==> src/rtl/mem_stage.sv <==
// ---------------------------------------------------------------------------
// mem_stage -- pipeline MEM stage: registers the EX-stage instruction, extracts
// and extends load data from the data-SRAM read word, and presents the final
// register write to WB under a valid/ready handshake.
//
// Ports:
//   clk, rst                    clock, asynchronous active-high reset
//   ex_to_mem_valid / o_mem_ready      EX->MEM handshake
//   mem_to_wb_valid / i_wb_ready       MEM->WB handshake
//   ex_to_mem_mem_signal        load sign-extend (1) / zero-extend (0)
//   ex_to_mem_mem_re [3:0]      load byte-lane mask, 0 = not a load
//   ex_to_mem_alu_res/pc/inst   32-bit ALU result, PC, instruction word
//   ex_to_mem_rf_waddr/rf_we    destination register and write enable
//   dsram_rdata [31:0]          SRAM read data, valid the cycle the load is in MEM
//   mem_to_wb_rf_wdata/waddr/we, mem_to_wb_pc/inst   WB-side outputs
//   memu_active                 stage holds a valid instruction
//
// Optional feature (macro MEM_BYPASS_EN): adds mem_fwd_valid/waddr/wdata,
// the MEM-stage register write exposed for ID-stage forwarding.
// ---------------------------------------------------------------------------
module mem_stage (
   input  logic        clk,
   input  logic        rst,
   input  logic        ex_to_mem_valid,
   output logic        o_mem_ready,
   input  logic        i_wb_ready,
   output logic        mem_to_wb_valid,
   input  logic        ex_to_mem_mem_signal,
   input  logic [3:0]  ex_to_mem_mem_re,
   input  logic [31:0] ex_to_mem_alu_res,
   input  logic [31:0] ex_to_mem_pc,
   input  logic [31:0] ex_to_mem_inst,
   input  logic [4:0]  ex_to_mem_rf_waddr,
   input  logic        ex_to_mem_rf_we,
   input  logic [31:0] dsram_rdata,
   output logic [31:0] mem_to_wb_rf_wdata,
   output logic [4:0]  mem_to_wb_rf_waddr,
   output logic        mem_to_wb_rf_we,
   output logic [31:0] mem_to_wb_pc,
   output logic [31:0] mem_to_wb_inst,
   output logic        memu_active
`ifdef MEM_BYPASS_EN
   ,
   output logic        mem_fwd_valid,
   output logic [4:0]  mem_fwd_waddr,
   output logic [31:0] mem_fwd_wdata
`endif
);

   typedef enum logic [1:0] {
      LD_EMPTY = 2'd0,
      LD_LIVE  = 2'd1,
      LD_HELD  = 2'd2
   } ld_state_e;

   ld_state_e   state_q, state_d;
   logic        mem_valid_q;
   logic        signal_q;
   logic [3:0]  re_q;
   logic [31:0] alu_q, pc_q, inst_q;
   logic [4:0]  waddr_q;
   logic        we_q;
   logic [31:0] hold_q, hold_d;

   logic        accept;
   logic        is_load_in;
   logic [31:0] live_ext;
   logic [31:0] load_data;
   logic [15:0] field16;
   logic [7:0]  field8;
   logic [1:0]  fsize;   // 0: word/none, 1: halfword, 2: byte

   assign o_mem_ready = !mem_valid_q | i_wb_ready;
   assign accept      = ex_to_mem_valid & o_mem_ready;
   assign is_load_in  = (ex_to_mem_mem_re != 4'b0000);

   // ---------------------------------------------------------------- stage regs
   always_ff @(posedge clk or posedge rst) begin
      if (rst) begin
         mem_valid_q <= 1'b0;
         signal_q    <= 1'b0;
         re_q        <= '0;
         alu_q       <= '0;
         pc_q        <= '0;
         inst_q      <= '0;
         waddr_q     <= '0;
         we_q        <= 1'b0;
      end else begin
         if (accept) begin
            mem_valid_q <= 1'b1;
            signal_q    <= ex_to_mem_mem_signal;
            re_q        <= ex_to_mem_mem_re;
            alu_q       <= ex_to_mem_alu_res;
            pc_q        <= ex_to_mem_pc;
            inst_q      <= ex_to_mem_inst;
            waddr_q     <= ex_to_mem_rf_waddr;
            we_q        <= ex_to_mem_rf_we;
         end else if (mem_valid_q & i_wb_ready) begin
            mem_valid_q <= 1'b0;
         end
      end
   end

   // ------------------------------------------------------- lane extraction
   always_comb begin
      live_ext = '0;
      field16  = '0;
      field8   = '0;
      fsize    = 2'd0;
      case (re_q)
         4'b1111: live_ext = dsram_rdata;
         4'b0011: begin field16 = dsram_rdata[15:0];  fsize = 2'd1; end
         4'b0110: begin field16 = dsram_rdata[23:8];  fsize = 2'd1; end
         4'b1100: begin field16 = dsram_rdata[31:16]; fsize = 2'd1; end
         4'b0001: begin field8  = dsram_rdata[7:0];   fsize = 2'd2; end
         4'b0010: begin field8  = dsram_rdata[15:8];  fsize = 2'd2; end
         4'b0100: begin field8  = dsram_rdata[23:16]; fsize = 2'd2; end
         4'b1000: begin field8  = dsram_rdata[31:24]; fsize = 2'd2; end
         default: live_ext = '0;
      endcase
      if (fsize == 2'd1)
         live_ext = {{16{signal_q & field16[15]}}, field16};
      else if (fsize == 2'd2)
         live_ext = {{24{signal_q & field8[7]}}, field8};
   end

   // ------------------------------------------------------- load-data FSM
   always_ff @(posedge clk or posedge rst) begin
      if (rst) begin
         state_q <= LD_EMPTY;
         hold_q  <= '0;
      end else begin
         state_q <= state_d;
         hold_q  <= hold_d;
      end
   end

   always_comb begin
      state_d = state_q;
      hold_d  = hold_q;
      case (state_q)
         LD_EMPTY: begin
            if (accept & is_load_in) state_d = LD_LIVE;
         end
         LD_LIVE, LD_HELD: begin
            if (i_wb_ready) begin
               state_d = (accept & is_load_in) ? LD_LIVE : LD_EMPTY;
            end else if (state_q == LD_LIVE) begin
               // SRAM data is only valid for one cycle; capture it before WB stalls past it
               state_d = LD_HELD;
               hold_d  = live_ext;
            end
         end
         default: state_d = LD_EMPTY;
      endcase
   end

   assign load_data = (state_q == LD_HELD) ? hold_q : live_ext;

   // ------------------------------------------------------- outputs
   assign mem_to_wb_valid    = mem_valid_q;
   assign memu_active        = mem_valid_q;
   assign mem_to_wb_rf_wdata = (re_q != 4'b0000) ? load_data : alu_q;
   assign mem_to_wb_rf_waddr = waddr_q;
   assign mem_to_wb_rf_we    = mem_valid_q & we_q;
   assign mem_to_wb_pc       = pc_q;
   assign mem_to_wb_inst     = inst_q;

`ifdef MEM_BYPASS_EN
   assign mem_fwd_valid = mem_valid_q & we_q;
   assign mem_fwd_waddr = waddr_q;
   assign mem_fwd_wdata = mem_to_wb_rf_wdata;
`endif

endmodule
==> config.mk <==
export PLATFORM = sky130hd
export DESIGN_NAME = mem_stage
export DESIGN_NICKNAME = d
export VERILOG_FILES = /design/src/rtl/mem_stage.sv
export SDC_FILE = /design/constraint.sdc
export NUM_CORES = 1
export LEC_CHECK = 0
export ABC_CLOCK_PERIOD_IN_PS = 6600
export CORE_MARGIN = 1.5
export CORE_UTILIZATION = 35
export DETAILED_ROUTE_END_ITERATION = 10
export PLACE_DENSITY_LB_ADDON = 0.08
export SLEW_MARGIN = 20
export SYNTH_ARGS = -nofsm -noshare
export SYNTH_HDL_FRONTEND = slang
export SYNTH_SLANG_ARGS = --single-unit
==> constraint.sdc <==
create_clock -name clk -period 6.6 [get_ports clk]
set_clock_uncertainty 0.15 [all_clocks]
set_input_delay 1.32 -clock clk [delete_from_list [all_inputs] [get_ports clk]]
set_output_delay 1.32 -clock clk [all_outputs]
set_load 0.01 [all_outputs]
### After elaboration in Yosys (flattened, before gate mapping)

Index checks and enable logic that the tools add are counted.

| word-level totals | value |
|---|---|
| register bits after elaboration | 142 |
| input port bits | 143 |
| output and inout bits | 105 |
| logic and storage cells | 57 |

| operators by class | value |
|---|---|
| equality and inequality tests | 14 |
| multiplexer cells | 15 |
| bitwise gates (word level) | 8 |
| reduce and logical (&&, ||, !) cells | 10 |

Operators by type and width:

| kind | count |
|---|---|
| two-way mux 32 bit | 5 |
| case mux 16 bit (3 select lines) | 1 |
| case mux 8 bit (4 select lines) | 1 |
| == test 4 bit (second input constant) | 3 |
| == test 4 x 2 -> 1 bit (second input constant) | 2 |
| == test 4 x 3 -> 1 bit (second input constant) | 2 |
| case mux 2 bit (2 select lines) | 2 |
| nonzero test 4 bit | 2 |
| AND 1 bit | 6 |
| two-way mux 2 bit | 3 |
| == test 2 x 1 -> 1 bit (second input constant) | 2 |
| == test 2 bit (second input constant) | 2 |
| == test 4 x 1 -> 1 bit (second input constant) | 1 |
| OR reduction 4 bit | 1 |
| two-way mux 1 bit | 3 |
| inequality test 3 bit (second input constant) | 1 |
| AND reduction 3 bit | 1 |
| OR reduction 3 bit | 1 |
| logical NOT 2 bit | 1 |
| inequality test 2 bit (second input constant) | 1 |
| AND reduction 2 bit | 1 |
| nonzero test 2 bit | 1 |
| OR reduction 2 bit | 1 |
| logical NOT 1 bit | 1 |
| 2 further kinds | 2 |

### Logic depth before layout (Yosys ltp)

| depth | value |
|---|---|
| depth after elaboration | 8 |
| mapped depth | 8 |
| depth with buffers taken out | 6 |

### Least setup slack after synthesis

No wires, ideal clock.

| path | value |
|---|---|
| path type | input to output |
| start | in dsram_rdata[7] |
| end | out mem_to_wb_rf_wdata[27] |
| arrival | 2402 ps |
| data required time | 5130 ps |
| path slack | 2728 ps |
| stages on the path | 6 |
| path buffers | 1 |
| cells stage by stage | nand3b_1 -> a211o_4 -> a41oi_4 -> buf_6 -> a21oi_1 -> o21ai_1 |

| on the way | value |
|---|---|
| cells in the longest elaborated chain, start to end | 6 |

RTL lines:

| what | RTL line | text |
|---|---|---|
| from (decl) | 35 | `input logic [31:0] dsram_rdata,` |
| case mux 8 bit (4 select lines) | 110 | `case (re_q)` |
| AND 1 bit | 124 | `live_ext = {{24{signal_q & field8[7]}}, field8};` |
| two-way mux 32 bit | 123 | `else if (fsize == 2'd2)` |
| two-way mux 32 bit | 121 | `if (fsize == 2'd1)` |
| two-way mux 32 bit | 158 | `assign load_data = (state_q == LD_HELD) ? hold_q : live_ext;` |
| two-way mux 32 bit | 163 | `assign mem_to_wb_rf_wdata = (re_q != 4'b0000) ? load_data : alu_q;` |
| to (decl) | 36 | `output logic [31:0] mem_to_wb_rf_wdata,` |

No other way between the ends.

### Worst setup path in the final report

| path | value |
|---|---|
| start | in dsram_rdata[23] |
| end | out mem_to_wb_rf_wdata[16] |

| on the way | value |
|---|---|
| cells in the longest elaborated chain, start to end | 6 |
| elaborated cells on any way between the ends | 8 |
| classes of those cells | 6 x mux; 2 x bitwise |

RTL lines:

| what | RTL line |
|---|---|
| case mux 8 bit (4 select lines) | 110 |
| AND 1 bit | 124 |
| two-way mux 32 bit | 123 |
| two-way mux 32 bit (*) | 121 |
| two-way mux 32 bit (*) | 158 |
| two-way mux 32 bit (*) | 163 |

Mark *: on every way between the ends. The rest lies on a longest branch, timed or not.

==> impl_metrics.yaml <==
status:
  status: "completed"
floorplan:
  dieArea_mm2: 0.0212
  die_w_um: 146
  die_y_um: 146
  core_mm2: 0.0197
  rows: 51
  ios: 248
  start_util_pct: 36.1
yosys:
  syn_area_mm2: 0.00711
  syn_avg_cell_area_um2: 10.7
  synth_compound_area_share_pct: 16.8
  yosys.area.top_type: "dfrtp_1"
  ys_warn_count: 0
  synth_nets: 812
  synth-edff-count: 0
  synthAdderAreaFrac_pct: 0.704
  synth_cell_types: 56
  synth_top_family_by_area: "multiplexers"
  ys_ff_latch: 142
  synth_top_area_share_pct: 50.0
  synthTopCellsByArea: "dfrtp_1 (50%), mux2_2 (17%), a21oi_1 (3.9%), o21ai_0 (3.8%), nand2_1 (3.7%)"
  synth_ff_type: "dfrtp_1"
  netlist_instances: 665
  synthMuxAreaShare_pct: 16.9
  yosys.area_share.simple_pct: 11.1
  async_flop_share_pct: 100
  synth-xor-area-share_pct: 0.246
  yosysSeqAreaShare_pct: 50.0
place:
  numPortBuffers: 247
  pre_cts_ws_ps: 1280
  gp_congestion: 0.843
  place_area_mm2: 0.00972
  hpwlAfterDp_um: 15500
sta:
  fin_crit_sh_pct: 80.6
  fin_crit_ps: 5320
  drv_slew: 0
  setup_slack_ps: 1280
  rsz0062_at_grt: "false"
  maxSlewHeadroom_pct: 27.5
  tns_ps: 0
  max_freq_mhz: 188
  hold_violations: 0
  tightest_slew_ps: 1080
  setup-violations-final: 0
critical_path:
  crit_arrival_ps: 3850
  worstSetupEndpointType: "output pin"
  critPathMaxFanout: 16
  start_kind: "input port"
  crit_type: "input port to output pin"
  crit_required_ps: 5130
global_route:
  grt_use_total_pct: 20.9
  grt_max_degree: 88
  grt_pass1_wl_um: 34600
  antenna_found_initial: 0
  grt_remaining_overflow: 0
  first_global_vias: 6250
cells_and_area:
  seq_area_mm2: 0.00355
  final_nets: 1036
  num-fill-cells: 1728
  antennaDiodeCount: 0
  utilization_pct: 52.3
  fin_area_mm2: 0.0103
  mostFrequentLayoutCell: "clkdlybuf4s50_1"
  syn2layout_area_growth_pct: 45.0
  final_cell_mix: "clkdlybuf4s50_1 (247), dfrtp_1 (142), mux2_2 (107), nand2_1 (69), a21oi_1 (55)"
  drive_gt1_share_pct: 18.1
  multi_input_area_mm2: 0.00327
pwr:
  p_leak_uw: 0.00410
  intPower_uw: 2180
  finalPower_uw: 3220
  p_sw_share_pct: 32.3
  combPwrFrac_pct: 33.2
  p_clk_share_pct: 29.5
  p_sw_uw: 1040
  p_per_area_mw_per_mm2: 313
  peakVddDrop_uv: 169
  pwr-share-seq_pct: 37.3
routing:
  via_per_inst: 5.19
  drt_iter0_drc: 505
  ant_nets: 0
  drc: 0
  wire_per_inst_um: 18.8
  vias: 6052
  drtPass1Iterations: 6
  wl_um: 21900
clock_tree:
  post-cts-setup-buffer-count: 0
  cts_inserted_buffers: 17
  cts_hold_buf: 0
  worstSkewPairLatency_ps: 430
  cts.path.max_buffers: 2
  clock-sinks: 142
  cts_tree: "yes"
  clk_pin_slew_worst_paths_ps: 60
  post_cts_resize_count: 0
  clockRootBuffer: "clkbuf_16"
  htree_levels: 4
flow_run:
  cap_violations: 0
min_path:
  hp-class: "flip-flop to flip-flop"
[worst paths after layout]
kind                                        from  depth (start not counted)  slack [ps]                                end
max                              dsram_rdata[23]                          7        1280             mem_to_wb_rf_wdata[16]
min                        hold_q[5]$_DFFE_PP0P_                          2         320              hold_q[5]$_DFFE_PP0P_
max reg2reg                  re_q[1]$_DFFE_PP0P_                          5        3710             hold_q[22]$_DFFE_PP0P_
min reg2reg                hold_q[5]$_DFFE_PP0P_                          2         320              hold_q[5]$_DFFE_PP0P_
max in group asynchronous                    rst                          3        3760     mem_to_wb_inst[22]$_DFFE_PP0P_
min in group asynchronous                    rst                          2        1270  mem_to_wb_rf_waddr[3]$_DFFE_PP0P_
[power by group through the flow]
stage	logic, µW	registers [µW]	clock network [µW]
after CTS	1080	1200	972
after global placement	1050	1200	0
final	1070	1200	951
after floorplan	569	1190	0
after global routing	1170	1230	1000
after detailed placement	1070	1210	0
[cells in the mapped netlist (all sizes together), types with 6 or more instances]
cell,n
nand2b,6
nor2b,8
o211ai,6
buf,34
dfrtp,142
o31ai,7
and3,9
a21oi,56
a22oi,14
nand2,70
mux2,107
or3,6
nor2,34
nor3,6
inv,12
o21ai,72
clkbuf,15
o21a,9
[state kept, by name, indices dropped and copies added, names as in the netlist]
signal / cells
re_q: 4
state_q: 2
signal_q: 1
alu_q: 32
mem_to_wb_pc: 32
mem_to_wb_valid: 1
hold_q: 32
mem_to_wb_rf_waddr: 5
we_q: 1
mem_to_wb_inst: 32
[cells by family (layout without fill, tap and decap cells)]
logic type      count (synthesis)  after routing
compound gates                189            189
simple gates                  160            160
flops                         142            142
mux                           107            107
buf+inv                        61            298
fa+ha+maj                       4              4
xor+xnor                        2              2
[stage by stage]
stage / hold slack, ps / std cells
global placement: 305 / 1134
CTS: 325 / 1166
finish: 320 / 1167
global route: 344 / 1167
detailed placement: 310 / 1134
floorplan: 290 / 665
[routing by layer]
metal  vias to the layer above  share of wire [%]  GRT usage, %
met4                         0                1.2          6.02
met2                       262                 47          33.3
met3                        19                9.5          8.06
met1                      2952                 42          26.3
met5                         -                  0             0
li1                       2819                  -             -
[cell type report]
class	instances	area share (%)
tap	265	3.22
timing repair buffer	254	24.5
clock buffer	19	4.39
sequential	142	34.5
clock inverter	13	1.23
multi-input combinational	462	31.7
inverter	12	0.485
[worst max-delay path, stage by stage]
cell and delay [ps]:
clkdlybuf4s50_1 600, nand3b_1 120, a211o_4 380, a41oi_4 500, a21oi_1 80, o21ai_0 230, clkdlybuf4s50_1 620
Power figures use the tool's default switching activity.
